**config.mk**
```make
export PLATFORM = sky130hd
export DESIGN_NAME = shift_reg_universal
export DESIGN_NICKNAME = d
export VERILOG_FILES = /design/src/rtl/shift_reg_universal.sv
export SDC_FILE = /design/constraint.sdc
export NUM_CORES = 1
export LEC_CHECK = 0
export CORE_ASPECT_RATIO = 0.6
export CORE_MARGIN = 1
export CORE_UTILIZATION = 40
export DETAILED_ROUTE_END_ITERATION = 10
export GPL_ROUTABILITY_DRIVEN = 0
export PLACE_DENSITY = 0.78
export RECOVER_POWER = 25
export REMOVE_ABC_BUFFERS = 1
export SYNTH_ARGS = -nofsm -noshare
export SYNTH_HDL_FRONTEND = slang
export SYNTH_SLANG_ARGS = --single-unit
```
**constraint.sdc**
```tcl
create_clock -name clk -period 2.06 [get_ports clk]
set_clock_uncertainty 0.1 [all_clocks]
set_input_delay 0.309 -clock clk [delete_from_list [all_inputs] [get_ports clk]]
set_output_delay 0.309 -clock clk [all_outputs]
set_load 0.01 [all_outputs]
```
**src/rtl/shift_reg_universal.sv**
```systemverilog
// Universal shift register with a self-timed LSB-first serialiser.
// Modes: hold, shift right, shift left, parallel load. A start pulse in IDLE
// loads par_in and shifts it out over exactly WIDTH cycles with busy/done.
module shift_reg_universal #(
  parameter int WIDTH = 10
) (
  input  logic             clk,
  input  logic             reset_n,
  input  logic             clr,
  input  logic [1:0]       mode,
  input  logic [WIDTH-1:0] par_in,
  input  logic             ser_in_l,
  input  logic             ser_in_r,
  input  logic             start,
  output logic [WIDTH-1:0] par_out,
  output logic             ser_out_r,
  output logic             ser_out_l,
  output logic             busy,
  output logic             done
);

  // Bit counter is sized from WIDTH; never overridden from outside.
  localparam int CNT_W = (WIDTH > 1) ? $clog2(WIDTH) : 1;
  localparam logic [CNT_W-1:0] CNT_LAST = CNT_W'(WIDTH - 1);

  localparam logic [1:0] MODE_HOLD  = 2'b00;
  localparam logic [1:0] MODE_SHR   = 2'b01;
  localparam logic [1:0] MODE_SHL   = 2'b10;
  localparam logic [1:0] MODE_LOAD  = 2'b11;

  typedef enum logic {
    IDLE  = 1'b0,
    SHIFT = 1'b1
  } state_t;

  state_t           state_reg, state_next;
  logic [WIDTH-1:0] q_reg, q_next;
  logic [CNT_W-1:0] cnt_reg, cnt_next;
  logic             done_reg, done_next;

  // Shifted views of q: shr_vec takes ser_in_l at the MSB, shl_vec takes
  // ser_in_r at the LSB. The serialiser reuses shr_vec.
  logic [WIDTH-1:0] shr_vec;
  logic [WIDTH-1:0] shl_vec;

  assign shr_vec[WIDTH-1] = ser_in_l;
  assign shl_vec[0]       = ser_in_r;

  generate
    for (genvar gi = 0; gi < WIDTH - 1; gi++) begin : g_shift
      assign shr_vec[gi]     = q_reg[gi+1];
      assign shl_vec[gi + 1] = q_reg[gi];
    end
  endgenerate

  // State, data, counter and done registers; reset_n aborts any frame at once.
  always_ff @(posedge clk or negedge reset_n) begin
    if (!reset_n) begin
      state_reg <= IDLE;
      q_reg     <= '0;
      cnt_reg   <= '0;
      done_reg  <= 1'b0;
    end else begin
      state_reg <= state_next;
      q_reg     <= q_next;
      cnt_reg   <= cnt_next;
      done_reg  <= done_next;
    end
  end

  // Next-state logic: clr > start (IDLE) > serial shift (SHIFT) > mode.
  always_comb begin
    state_next = state_reg;
    q_next     = q_reg;
    cnt_next   = cnt_reg;
    done_next  = 1'b0;

    if (clr) begin
      state_next = IDLE;
      q_next     = '0;
      cnt_next   = '0;
    end else if (state_reg == IDLE && start) begin
      state_next = SHIFT;
      q_next     = par_in;
      cnt_next   = '0;
    end else if (state_reg == SHIFT) begin
      q_next = shr_vec;
      if (cnt_reg == CNT_LAST) begin
        // Final bit has been on ser_out_r this cycle; close the frame.
        state_next = IDLE;
        cnt_next   = '0;
        done_next  = 1'b1;
      end else begin
        cnt_next = cnt_reg + CNT_W'(1);
      end
    end else begin
      case (mode)
        MODE_HOLD: q_next = q_reg;
        MODE_SHR:  q_next = shr_vec;
        MODE_SHL:  q_next = shl_vec;
        MODE_LOAD: q_next = par_in;
        default:   q_next = q_reg;
      endcase
    end
  end

  assign par_out   = q_reg;
  assign ser_out_r = q_reg[0];
  assign ser_out_l = q_reg[WIDTH-1];
  assign busy      = (state_reg == SHIFT);
  assign done      = done_reg;

endmodule
```
### Word level (Yosys, flattened, before mapping)

Index checks and enable logic that the tools add are counted.
W data, S select, Z words.

| operators by class | value |
|---|---|
| bitwise operators | 1 |
| reductions and logical operators | 3 |
| muxes and demuxes | 16 |
| equal/unequal tests | 5 |
| add/sub/neg operators | 1 |

Operators by type and width:

| cell | count |
|---|---|
| $mux W10 | 3 |
| $pmux W10 S3 | 1 |
| $mux W4 | 4 |
| $mux W1 | 8 |
| $add A4 B1 Y4 const B | 1 |
| $eq A2 B2 Y1 const B | 2 |
| $eq A4 B4 Y1 const B | 1 |
| $ne A4 B4 Y1 const B | 1 |
| $reduce_bool A3 Y1 | 1 |
| $eq A2 B1 Y1 const B | 1 |
| $logic_not A2 Y1 | 1 |
| $logic_and A1 B1 Y1 | 1 |
| $not A1 Y1 | 1 |

| word-level totals | value |
|---|---|
| register bits after elaboration | 16 |
| output and inout port bits | 14 |
| bits of input ports | 18 |
| word-level logic and storage cells | 30 |

### Longest topological paths before layout

| depth | value |
|---|---|
| depth in word-level cells | 5 |
| gate-level depth with buffers | 5 |
| mapped depth without buffers | 5 |

### Worst setup path before layout

No wires, ideal clock.

| timing path | value |
|---|---|
| kind | reg-to-reg |
| start | reg state_reg (netlist: busy) |
| end | reg q_reg[4] (netlist: par_out[4]) |
| period minus slack after synthesis | 1.506 ns |
| arrival | 1.285 ns |
| path slack | 0.554 ns |
| buffers on the path | 2 |
| stages on the path, launching flop included | 6 |
| data required time | 1.838 ns |
| setup time | 0.122 ns |
| cell sequence | dfrtp_1 > buf_6 > buf_6 > nor4b_1 > o21bai_1 > a32o_1 |

| on the way | value |
|---|---|
| longest elaborated chain between the ends | 4 |
| elaborated cells on any way between the ends | 6 |
| those cells by class | eq/ne (1); mux (3); bitwise (1); reduce/logical (1) |

RTL lines:

| element | RTL line | source |
|---|---|---|
| from (decl) | 36 | `state_t state_reg, state_next;` |
| from (signal assigned) | 64 | `state_reg <= state_next;` |
| $not A1 Y1 | 82 | `end else if (state_reg == IDLE && start) begin` |
| $logic_and A1 B1 Y1 | 82 |  |
| $mux W10 | 82 |  |
| $mux W10 | 78 | `if (clr) begin` |
| to (signal assigned) | 65 | `q_reg <= q_next;` |
| to (decl) | 37 | `logic [WIDTH-1:0] q_reg, q_next;` |

Parallel ways exist; a longest one is shown, timed or not.
A chain may end at the register's enable or synchronous reset.

### Worst setup path in the final report

| timing path | value |
|---|---|
| start | reg state_reg (netlist: busy) |
| end | out busy |

RTL lines:

| element | RTL line | source |
|---|---|---|
| to (decl) | 18 | `output logic busy,` |

No word-level cell between the ends.

==> run summary <==
Status: completed
Arrival time worst endpoint: 1.43 ns
Max reg flops: 10
Via/cell ratio: 5.794
Sw Ratio: 0.3059
Initial Utilization: 0.4464
Vias in the first global route: 1133
Hold_ws: 0.4425 ns
Synthesized instance count: 125
Cell variety after synth: 32
First-pass GRT wire length: 5.547 mm
Peak VDD IR: 383.7 uV
Fillers: 236
Critical Setup Path Class: register to primary output
Synth area leader: dfrtp_1
Most common cell after layout, fill and taps aside: clkdlybuf4s50_1
Final WL: 3.469 mm
I/O pin count: 32
Antenna violations before repair: 0
GR Overflow Total: 0
RSZ-0062 raised after global routing: false
CP Cell Sequence: clkdlybuf4s50_1
Synth Warn #: 0
Num CTS Buffers: 3
Tightest Pin Transition: 0.9415 ns
Detail Placement HPWL: 2.422 mm
Antenna Cells: 0
Total core area: 0.002663 sq mm
Final setup fails: 0
Die Span Y: 44.23 um
Internal: 680.1 uW
H-Tree Depth: 1
Buffer count from post-CTS setup fixing: 0
Leakage dissipation: 0.0006249 uW
Register area share after synthesis: 0.3368
Nets: 180
Fin. Hold Viols: 0
Die X: 72.38 um
GRT Overall Usage: 0.2354
Maximum clock path buffer count: 2
Minimum clock period: 1.841 ns
Worst path buffer plus inverter count: 1
Most frequent cells in the layout: 30 x clkdlybuf4s50_1, 16 x dfrtp_1, 10 x nor2b_1, 10 x nor3_1
Clock Tree Root: clkbuf_8
Layout area overhead: 35.58%
Ratio of cells with drive above 1 in the final layout: 0.1258
Synth Flop Type: dfrtp_1
Final period util: 0.8938
Cell family with most CP delay: buffers and inverters
Die footprint: 0.003201 sq mm
Hold-fix buffers, CTS: 0
Sw power: 299.8 uW
Setup TNS: 0 ns
Register area: 400.4 sq um
Synth Register Bits: 16
Crit Path Max Fanout: 11
Post-CTS sizing: 0
P per Cell Area: 608.0 mW/mm^2
Max-cap viol count: 0
Worst skew pair latency: 0.26 ns
Seq pwr share: 0.393
Hold Path Class: register to register
Routed len/inst: 17.43 um
Cell area after synthesis: 0.001189 sq mm
Setup WS post-layout: 0.2189 ns
Yosys top cell area share: 0.3368
I/O Buffers: 31
Startpoint types: register
CP max stage delay: 0.61 ns
# DRC: 0
Async set or reset register ratio after synthesis: 1.000
DP Worst Slack: 0.03901 ns
Logic pwr share: 0.312
Synth top area cells: dfrtp_1 34%, a32o_1 6.7%, o21bai_1 5.7%
Largest net degree at the start of global routing: 17
CTS tree: yes
Worst slew margin: 0.3724
Syn_area_per_cell: 9.509 sq um
Drt pass-1 iters: 4
Worst Setup End Kind: primary output
Via count: 1153
Slowest cell on crit path: clkdlybuf4s50_1
Footprint of the multi-input gates: 680.7 sq um
Number of synthesized flops with an enable pin: 0
Row count: 14
WP data required: 1.65 ns
Post-DRT Antenna Nets: 0
Drt initial violations: 71
Highest Clock Rate: 543.1 MHz
Clock power share: 0.295
Clock sink count: 16
Clock Pin Slew Worst Setup and Hold Paths: 0.06 ns
Max-slew violations: 0
-- per-stage QoR --
step	instance area (sq um)	utilization	total power, uW	instances
floorplan	1085	-	508.7	112
global placement	1560	0.5860	680.4	195
detailed placement	1560	0.5860	690.9	195
CTS	1615	0.6067	981.2	199
global route	1612	0.6053	1018	199
finish	1612	0.6053	979.9	199
-- area by class of cell --
| class | count | share of cell area |
|---|---|---|
| inverter | 1 | 0.002329 |
| multi-input combinational | 95 | 0.4224 |
| sequential | 16 | 0.2484 |
| tap | 40 | 0.03106 |
| timing repair buffer | 43 | 0.2616 |
| clock buffer | 4 | 0.03416 |
-- synth_stat cells (4+ instances only) --
master and count:
dfrtp_1 16, nor2b_1 10, nor3_1 10, nor2_1 9, o21bai_1 9, or3_1 9
a32o_1 8, o21ai_0 7, nor4b_1 6, buf_6 5, buf_4 4, nand2_1 4
nand2b_1 4
-- path summary, 6_finish.rpt --
path                                  from    endpoint  slack (ns)  cells past startpoint
worst max register to register        busy  par_out[9]        0.26                      4
worst min-delay path            cnt_reg[1]  cnt_reg[1]        0.44                      2
worst max-delay path                  busy        busy        0.22                      1
worst min register to register  cnt_reg[1]  cnt_reg[1]        0.44                      2
max in group asynchronous          reset_n        busy        0.67                      2
min in group asynchronous          reset_n  par_out[8]        0.61                      2
-- per-layer routing --
layer,wire length [um],part of all wire,global-route usage,vias up
li1,-,-,-,534
met3,321,0.093,0.05239,4
met5,0,0,0,-
met1,1508,0.43,0.3143,551
met4,30,0.0086,0.06275,0
met2,1607,0.46,0.3925,64
-- power by group through the flow --
stage                     Sequential, uW  Clock (uW)  Combinational, uW
after floorplan                      404           0                105
after global placement               387           0                293
after detailed placement             389           0                302
after CTS                            384         292                306
after global routing                 391         298                329
final                                385         289                305
-- kinds of logic (layout without fill, tap and decap cells) --
| kind of cell | Yosys count | count (layout) | share of synthesized area |
|---|---|---|---|
| AND/OR/NAND/NOR | 62 | 62 | 0.3495 |
| AO/OA/AOI/OAI | 30 | 30 | 0.1937 |
| flip-flops | 16 | 16 | 0.3368 |
| buffers and inverters | 14 | 48 | 0.09052 |
| adder cells (fa/ha/maj) | 2 | 2 | 0.02105 |
| multiplexers | 1 | 1 | 0.008421 |
(Power assumes the default switching activity.)
